===== src/rtl/regfile_wr_arbiter.sv =====
// -----------------------------------------------------------------------------
// regfile_wr_arbiter
//   Owns the single write port of the register file. After reset, or on a
//   clr_req pulse while running, it writes zero to every register. Otherwise it
//   grants one writeback requester per cycle in round-robin order using a
//   valid/ready handshake, and forwards the granted write one cycle later.
//
// Ports:
//   clk        - clock, rising edge
//   rst_n      - asynchronous active-low reset
//   clr_req    - pulse: re-clear the register file (honoured only while running)
//   req_valid  - per-requester write request
//   req_addr   - packed addresses, requester i at [i*REG_ADDR +: REG_ADDR]
//   req_data   - packed data, requester i at [i*DATA_WIDTH +: DATA_WIDTH]
//   req_ready  - one-hot combinational grant
//   wr_en      - register-file write enable (registered)
//   wr_addr    - register-file write address (registered)
//   wr_data    - register-file write data (registered)
//   init_done  - high while in the run state (registered)
// -----------------------------------------------------------------------------
module regfile_wr_arbiter #(
    parameter int DATA_WIDTH = 32,
    parameter int REG_ADDR   = 5,
    parameter int REG_CNT    = 32,
    parameter int NUM_REQ    = 3
) (
    input  logic                           clk,
    input  logic                           rst_n,
    input  logic                           clr_req,
    input  logic [NUM_REQ-1:0]             req_valid,
    input  logic [NUM_REQ*REG_ADDR-1:0]    req_addr,
    input  logic [NUM_REQ*DATA_WIDTH-1:0]  req_data,
    output logic [NUM_REQ-1:0]             req_ready,
    output logic                           wr_en,
    output logic [REG_ADDR-1:0]            wr_addr,
    output logic [DATA_WIDTH-1:0]          wr_data,
    output logic                           init_done
);

    localparam int PTR_W = $clog2(NUM_REQ);
    // One extra count value marks "all clear writes issued".
    localparam int CNT_W = $clog2(REG_CNT + 1);

    typedef enum logic {
        ST_INIT = 1'b0,
        ST_RUN  = 1'b1
    } state_t;

    state_t                  state_r;
    logic [CNT_W-1:0]        cnt_r;
    logic [PTR_W-1:0]        last_r;
    logic                    wr_en_r;
    logic [REG_ADDR-1:0]     wr_addr_r;
    logic [DATA_WIDTH-1:0]   wr_data_r;
    logic                    init_done_r;

    logic [NUM_REQ-1:0]      ready_s;
    logic                    gnt_found_s;
    logic [PTR_W-1:0]        gnt_idx_s;
    logic [PTR_W-1:0]        cand_s;
    logic [REG_ADDR-1:0]     sel_addr_s;
    logic [DATA_WIDTH-1:0]   sel_data_s;
    logic                    xfer_s;

    // Index base+off wrapped into 0..NUM_REQ-1 (off never exceeds NUM_REQ).
    function automatic logic [PTR_W-1:0] wrap_idx(input logic [PTR_W-1:0] base,
                                                  input int off);
        int sum;
        sum = int'(base) + off;
        if (sum >= NUM_REQ) begin
            sum = sum - NUM_REQ;
        end else begin
            sum = sum;
        end
        return sum[PTR_W-1:0];
    endfunction

    // Round-robin search starting one past the last granted requester.
    always_comb begin
        ready_s     = '0;
        gnt_found_s = 1'b0;
        gnt_idx_s   = '0;
        cand_s      = '0;
        if (state_r == ST_RUN) begin
            for (int k = 1; k <= NUM_REQ; k++) begin
                cand_s = wrap_idx(last_r, k);
                if (!gnt_found_s && req_valid[cand_s]) begin
                    gnt_found_s     = 1'b1;
                    gnt_idx_s       = cand_s;
                    ready_s[cand_s] = 1'b1;
                end else begin
                    gnt_found_s = gnt_found_s;
                end
            end
        end else begin
            ready_s = '0;
        end
    end

    // Mux out the granted requester's address and data.
    always_comb begin
        sel_addr_s = req_addr[gnt_idx_s*REG_ADDR +: REG_ADDR];
        sel_data_s = req_data[gnt_idx_s*DATA_WIDTH +: DATA_WIDTH];
    end

    // The grant only exists when its valid bit is set, so a grant is a transfer.
    assign xfer_s = gnt_found_s;

    // Clear sequencer, round-robin pointer and registered write port.
    always_ff @(posedge clk or negedge rst_n) begin
        if (!rst_n) begin
            state_r     <= ST_INIT;
            cnt_r       <= '0;
            last_r      <= PTR_W'(NUM_REQ - 1);
            wr_en_r     <= 1'b0;
            wr_addr_r   <= '0;
            wr_data_r   <= '0;
            init_done_r <= 1'b0;
        end else begin
            case (state_r)
                ST_INIT: begin
                    // clr_req is deliberately ignored here: the clear in progress
                    // already covers every register.
                    if (cnt_r == CNT_W'(REG_CNT)) begin
                        state_r     <= ST_RUN;
                        init_done_r <= 1'b1;
                        wr_en_r     <= 1'b0;
                        cnt_r       <= '0;
                    end else begin
                        wr_en_r   <= 1'b1;
                        wr_addr_r <= REG_ADDR'(cnt_r);
                        wr_data_r <= '0;
                        cnt_r     <= cnt_r + CNT_W'(1);
                    end
                end
                ST_RUN: begin
                    if (xfer_s) begin
                        last_r <= gnt_idx_s;
                        // x0 is hard-wired zero: handshake it but never write it.
                        if (sel_addr_s != '0) begin
                            wr_en_r   <= 1'b1;
                            wr_addr_r <= sel_addr_s;
                            wr_data_r <= sel_data_s;
                        end else begin
                            wr_en_r <= 1'b0;
                        end
                    end else begin
                        wr_en_r <= 1'b0;
                    end
                    // A same-cycle grant above still completes; the clear starts
                    // on the following edge with cnt already at zero.
                    if (clr_req) begin
                        state_r     <= ST_INIT;
                        init_done_r <= 1'b0;
                        cnt_r       <= '0;
                    end else begin
                        state_r <= ST_RUN;
                    end
                end
                default: begin
                    state_r     <= ST_INIT;
                    cnt_r       <= '0;
                    wr_en_r     <= 1'b0;
                    init_done_r <= 1'b0;
                end
            endcase
        end
    end

    assign req_ready = ready_s;
    assign wr_en     = wr_en_r;
    assign wr_addr   = wr_addr_r;
    assign wr_data   = wr_data_r;
    assign init_done = init_done_r;

endmodule


===== config.mk =====
export PLATFORM = sky130hd
export DESIGN_NAME = regfile_wr_arbiter
export DESIGN_NICKNAME = d
export VERILOG_FILES = /design/src/rtl/regfile_wr_arbiter.sv
export SDC_FILE = /design/constraint.sdc
export NUM_CORES = 1
export LEC_CHECK = 0
export BUFFER_PORTS_ARGS = -buffer_cell sky130_fd_sc_hd__buf_2
export CAP_MARGIN = 20
export CORE_MARGIN = 8
export CORE_UTILIZATION = 30
export CTS_BUF_LIST = sky130_fd_sc_hd__clkbuf_16
export DETAILED_ROUTE_END_ITERATION = 8
export PLACE_DENSITY = 0.63
export SYNTH_ARGS = -nofsm -noshare
export SYNTH_HDL_FRONTEND = slang
export SYNTH_SLANG_ARGS = --single-unit

===== constraint.sdc =====
create_clock -name clk -period 3.5 [get_ports clk]
set_input_delay 0.7 -clock clk [delete_from_list [all_inputs] [get_ports clk]]
set_output_delay 0.7 -clock clk [all_outputs]
set_load 0.02 [all_outputs]

---- Word level (Yosys, flattened, before mapping) ----
Index checks and enable logic that the tools add are counted.
word-level totals
  output and inout bits ................... 42
  input bits .............................. 117
  logic and storage cells ................. 101
  register bits ........................... 48
operators by class
  magnitude comparators ................... 9
  reductions and logical operators ........ 11
  bitwise logic cells ..................... 3
  multipliers ............................. 1
  equal/unequal tests ..................... 6
  multiplexer cells ....................... 55
  shift operators ......................... 2
  $add $sub $neg .......................... 7
operators by type and width
  operator               number
  $mux W32               3
  $shiftx A96 B8 Y32     1
  $pmux W32 S2           1
  $mux W2                10
  $mux W1                19
  $mux W3                6
  $mux W5                3
  $shiftx A15 B6 Y5      1
  $mux W6                2
  $pmux W6 S2            1
  $pmux W5 S2            1
  $ge A3 B2 Y1 const B   3
  $lt A2 B3 Y1 const B   3
  $add A2 B2 Y3 const B  2
  $add A6 B1 Y6 const B  1
  $bmux W1 S2            3
  $demux W1 S2           3
  $eq A6 B6 Y1 const B   1
  $ge A2 B1 Y1 const B   3
  $ne A2 B2 Y1 const B   3
  $or A3 B3 Y3           2
  $pmux W1 S2            3
  $sub A2 B2 Y2 const B  3
  $logic_and A1 B1 Y1    5
  8 further kinds        11

---- Depth between registers and ports, before layout ----
  depth after elaboration ................. 22
  mapped depth ............................ 13
  mapped depth without buffers ............ 9

---- Least setup slack after synthesis ----
No wires, ideal clock.
  path type ............................... reg2reg
  from .................................... reg last_r[1]
  to ...................................... reg wr_addr_r[0] (netlist: wr_addr[0])
  buffers on the path ..................... 1
  required time ........................... 3.372 ns
  setup time .............................. 0.128 ns
  arrival ................................. 2.832 ns
  stages on the path, launching flop included .. 11
  path slack .............................. 0.540 ns
  period minus slack after synthesis ...... 2.960 ns
  path through ............................ dfstp_2 -> inv_1 -> ha_1 -> buf_6 -> nand2_1 -> a21o_1 -> and4_1 -> nor2_2 -> mux2_2 -> a221o_1 -> mux2_1
on the way
  longest elaborated chain between the ends .. 21
  elaborated cells between the ends (all ways) .. 44
  those cells by class .................... add/sub (6); mul (1); order compare (3); eq/ne (2); shift (1); mux (25); reduce/logical (6)
ends and longest elaborated chain
  item                                                        line    RTL
  start, declared                                             51      logic [PTR_W-1:0] last_r;
  start signal, assigned                                      114     last_r <= PTR_W'(NUM_REQ - 1);
  start signal, assigned                                      138     last_r <= gnt_idx_s;
  $add A2 B1 Y3                                               69      sum = int'(base) + off;
  $ge A3 B2 Y1 or $sub A2 B2 Y2 (tied branches)               70, 71
  $mux W2                                                     70      if (sum >= NUM_REQ) begin
  $mux W2                                                     84      if (state_r == ST_RUN) begin
  $bmux W1 S2                                                 87      if (!gnt_found_s && req_valid[cand_s]) begin
  $mux W1 (not written as such)                               87
  $mux W1                                                     87
  $mux W1                                                     84
  (+5 left out)                                               --
  $logic_and A1 B1 Y1                                         87
  $mux W2                                                     87
  $mux W2                                                     84
  $mul A2 B3 Y5                                               102     sel_addr_s = req_addr[gnt_idx_s*REG_ADDR +: REG_ADDR];
  $shiftx A15 B6 Y5                                           102
  $reduce_bool A5 Y1 or $mux W5 (tied branches)               140     if (sel_addr_s != '0) begin
  $ne A2 B1 Y1 (no line) or $mux W5 (tied branches)           --
  $reduce_and A3 Y1 (no line) or $pmux W5 S2 (tied branches)  --
  end signal, assigned                                        131     wr_addr_r <= REG_ADDR'(cnt_r);
  end signal, assigned                                        142     wr_addr_r <= sel_addr_s;
  end, declared                                               53      logic [REG_ADDR-1:0] wr_addr_r;
Parallel ways exist; a longest one is shown, timed or not. The select of a mux whose other input is x is not followed.
A chain may end at the register's enable or synchronous reset.

---- Worst setup path after layout ----
  from .................................... reg last_r[1]
  to ...................................... reg wr_data_r[12] (netlist: wr_data[12])
on the way
  longest elaborated chain between the ends .. 21
  elaborated cells between the ends (all ways) .. 45
  those cells by class .................... add/sub (6); mul (1); order compare (3); eq/ne (2); shift (2); mux (25); reduce/logical (6)
ends and longest elaborated chain
  item                                           line    RTL
  $add A2 B1 Y3                                  69
  $ge A3 B2 Y1 or $sub A2 B2 Y2 (tied branches)  70, 71
  $mux W2                                        70
  $mux W2                                        84
  $bmux W1 S2                                    87
  $mux W1 (not written as such)                  87
  $mux W1                                        87
  $mux W1                                        84
  (+5 left out)                                  --
  $logic_and A1 B1 Y1                            87
  $mux W2                                        87
  $mux W2                                        84
  $mul A2 B3 Y5                                  102
  $shiftx A15 B6 Y5                              102
  $reduce_bool A5 Y1                             140
  $ne A2 B1 Y1 (no line)                         --
  $reduce_and A3 Y1 (no line)                    --
  end signal, assigned                           143     wr_data_r <= sel_data_s;
  end, declared                                  54      logic [DATA_WIDTH-1:0] wr_data_r;
Parallel ways exist; a longest one is shown, timed or not. The select of a mux whose other input is x is not followed.

==> metrics.md <==
| Metric | Value |
|---|---|
| Setup total negative slack | 0 ps |
| Worst slew pin tran | ~680 ps |
| Register Area | ~1200 um^2 |
| DR vias | 3081 |
| Clock-pin transition on the worst setup and hold timing paths | 60 ps |
| Met2 wire len | 5.01 mm |
| Max Freq | 305 MHz |
| Post-Route WL | 10.1 mm |
| Die area | around 15000 um^2 |
| Root Buffer | clkbuf_16 |
| PwrDens | 564 nW/um^2 |
| Gpl congestion | roughly 0.79 |
| Clock Sinks | 48 |
| Simple-gate share of the synthesized area | 13.2% |
| Largest net degree at the start of global routing | 49 |
| Post-Synth XOR/XNOR Area | 0.501% |
| Drt drc | 0 |
| Top post-synthesis cells by count | mux2i_1 (67), dfrtp_1 (47), nand2_1 (43) |
| Synth Area in Compound Gates | between 10% and 20% |
| Top post-synthesis cells by area | dfrtp_1 (34%), mux2i_1 (19%), mux2_2 (12%), nand2_1 (4.6%), ha_1 (2.9%) |
| Total power | 2630 uW |
| Worst VDD drop | 0.365 mV |
| Port Buf Inserts | roughly 160 |
| Top layer in use | met4 |
| Skew final | between 5 and 6 ps |
| Setup violators final | 0 |
| Drt pass-1 iters | 4 |
| P&R area growth vs syn | 33.6% |
| Leakage | 0.00243 uW |
| Fraction of layout cells with a size suffix above 1 | between 40% and 50% |
| Core Util, Final | about two fifths |
| Met3 wire len | about 740 um |
| Rows | 39 |
| Final net count | approximately 620 |
| WL per Instance | 15.8 um |
| Vias in the first global route | 3273 |
| Startpoint types | flop |
| # fillers | 1151 |
| Post-DR vias/cell | 4.85 |
| IO Pins | 159 |
| CTS Buf Count | 5 |
| Crit path time final | 3280 ps |
| Main combinational cell family by area after synthesis | multiplexers |
| Gate Count Post-Synth | about 330 |
| CTS tree | done |
| DP Wirelength | 8.01 mm |
| GR Overflow Total | 0 |
| Core box area | ~11000 um^2 |
| Leading area contributor after synthesis | dfrtp_1 |
| Worst EP required | roughly 3700 ps |
| GRT Total Usage | 12.6% |
| Area share of the largest cell type after synthesis | between 30% and 40% |
| Register bit total from synthesis | 48 |
| DIE WIDTH | around 120 um |
| Die Height | ~120 um |
| Max-Cap Viols | 0 |
| Min-Delay Path Class | in2async |
| Post-Synthesis Cell Area | 3500 um^2 |
| Yosys cell types | 62 |
| Multiplexer share of the synthesized area | 32.1% |
| Slew Limit Headroom | 54.6% |
| Post-CTS setup buffer count | 0 |
| Outcome | finished clean |
| First-pass GRT wire length | 15.6 mm |
| Ys async rst share | between 90% and 100% |
| Most common cell in the netlist | mux2i_1 |
| CP max FO | 32 |
| Finished Cell Area | roughly 4700 um^2 |
| Worst setup EP type | flop |
| Crit share post-route | about 94% |
| Initial detailed-routing violation count | 104 |
| Top_reg_cell synth | dfrtp_1 |
| Wire length on met1 | roughly 4.3 mm |
| # H-tree levels | 2 |
| Non-Filler Instances | 635 |
| Sequential area share after synthesis | 34.4% |
| Buffer levels on the longest clock path | 2 |
| Placed cell areas | ~4500 um^2 |
| Final Max Slew Viols | 0 |
| Worst-Skew Late Latency | approximately 280 ps |
| Routed Antenna Nets | 0 |
| Yosys warnings | 0 |
| Initial antenna violation count | 0 |
| Worst path arrival time | 3440 ps |
| RSZ-0062 raised after global routing | no |
| ANT cells | 0 |
| Crit Path Category | reg2reg |
| Post-Place Cells | around 630 |
| Post-Syn Nets | approximately 460 |
| Final Hold Fails | 0 |
| Syn Area/Cell | 10.5 um^2 |
| Area of the multi-input gates | 2130 um^2 |
| Adder-cell area share of the yosys netlist | ~2.9% |
| EDFF count, synth | 0 |
| Initial core utilization | between 30% and 40% |
## metrics by stage
step	worst slack, ps	hold WS (ps)
after floorplan	540	404
after global placement	236	484
after detailed placement	146	492
after CTS	125	507
after global routing	28.0	376
final	223	351
## registers in the layout, indices dropped and copies added, names as in the netlist
register   cells
wr_addr        5
init_done      1
state_r        1
wr_data       32
cnt_r          6
last_r         2
wr_en          1
## final timing paths
kind,start,to,slack [ps],cells past startpoint
min,rst_n,wr_data[14],350,1
min in group clk,wr_addr[3],wr_addr[3],500,1
max in group asynchronous,rst_n,wr_addr[0],2640,2
max reg2reg,last_r[1],wr_data[12],220,10
min reg2reg,wr_addr[3],wr_addr[3],500,1
max,last_r[1],wr_data[12],220,10
## worst max-delay path: stages, from the launching register on
cell and delay, ps:
dfstp_2 380, inv_1 160, ha_2 360, mux2i_1 260, nand2b_1 260, nand4_1 220, and3_4 250, o311a_4 370
or3_2 510, buf_12 190, mux2i_1 150
## per-layer routing
metal / vias up / global-route usage (%)
li1: 1519 / -
met1: 1461 / 15.0
met2: 99 / 21.8
met3: 2 / 3.85
met4: 0 / 2.75
met5: - / 0
## area by class of cell
cell class                      count  share of cell area [%]
Timing Repair Buffer              174                    20.3
Multi-Input combinational cell    250                    45.6
Clock buffer                        5                    2.68
Sequential cell                    48                    25.7
Clock inverter                      3                   0.911
Tap cell                          143                    3.83
Inverter                           12                   0.964
## cell usage in the layout (no fill, tap or decap), drive strengths merged, types with 2 or more instances in the layout
cell and n:
inv 12, o211ai 2, nor4 7, o21ai 9, a22o 2, o22ai 4
a31oi 2, and4 2, nand3 4, nand2 43, a211oi 2, nor2 11
nand2b 4, nor2b 2, and3 2, a21o 3, dfrtp 47, mux2 40
mux2i 67, clkbuf 5, a2111oi 2, o32ai 2, a21oi 7, nor3b 2
ha 8, clkinv 2, or3 3, buf 174
## where the power goes
group / switching (uW) / internal [uW] / leakage [uW] / total, uW
Clock: 202 / 336 / 0.0000814 / 538
Sequential: 98.5 / 696 / 0.000633 / 795
Combinational: 737 / 564 / 0.00171 / 1300
## kinds of logic after synthesis
family	count (synthesis)
AND/OR/NAND/NOR	86
multiplexers	107
AO/OA/AOI/OAI	47
flip-flops	48
XOR/XNOR	2
adder cells (fa/ha/maj)	8
buffers and inverters	34
## timing repair
item,in CTS,in global routing
gates resized for setup,0,5
hold buffers,0,0
endpoints found under the setup margin,0,32
Note: power is estimated with default switching activity, not from simulation.
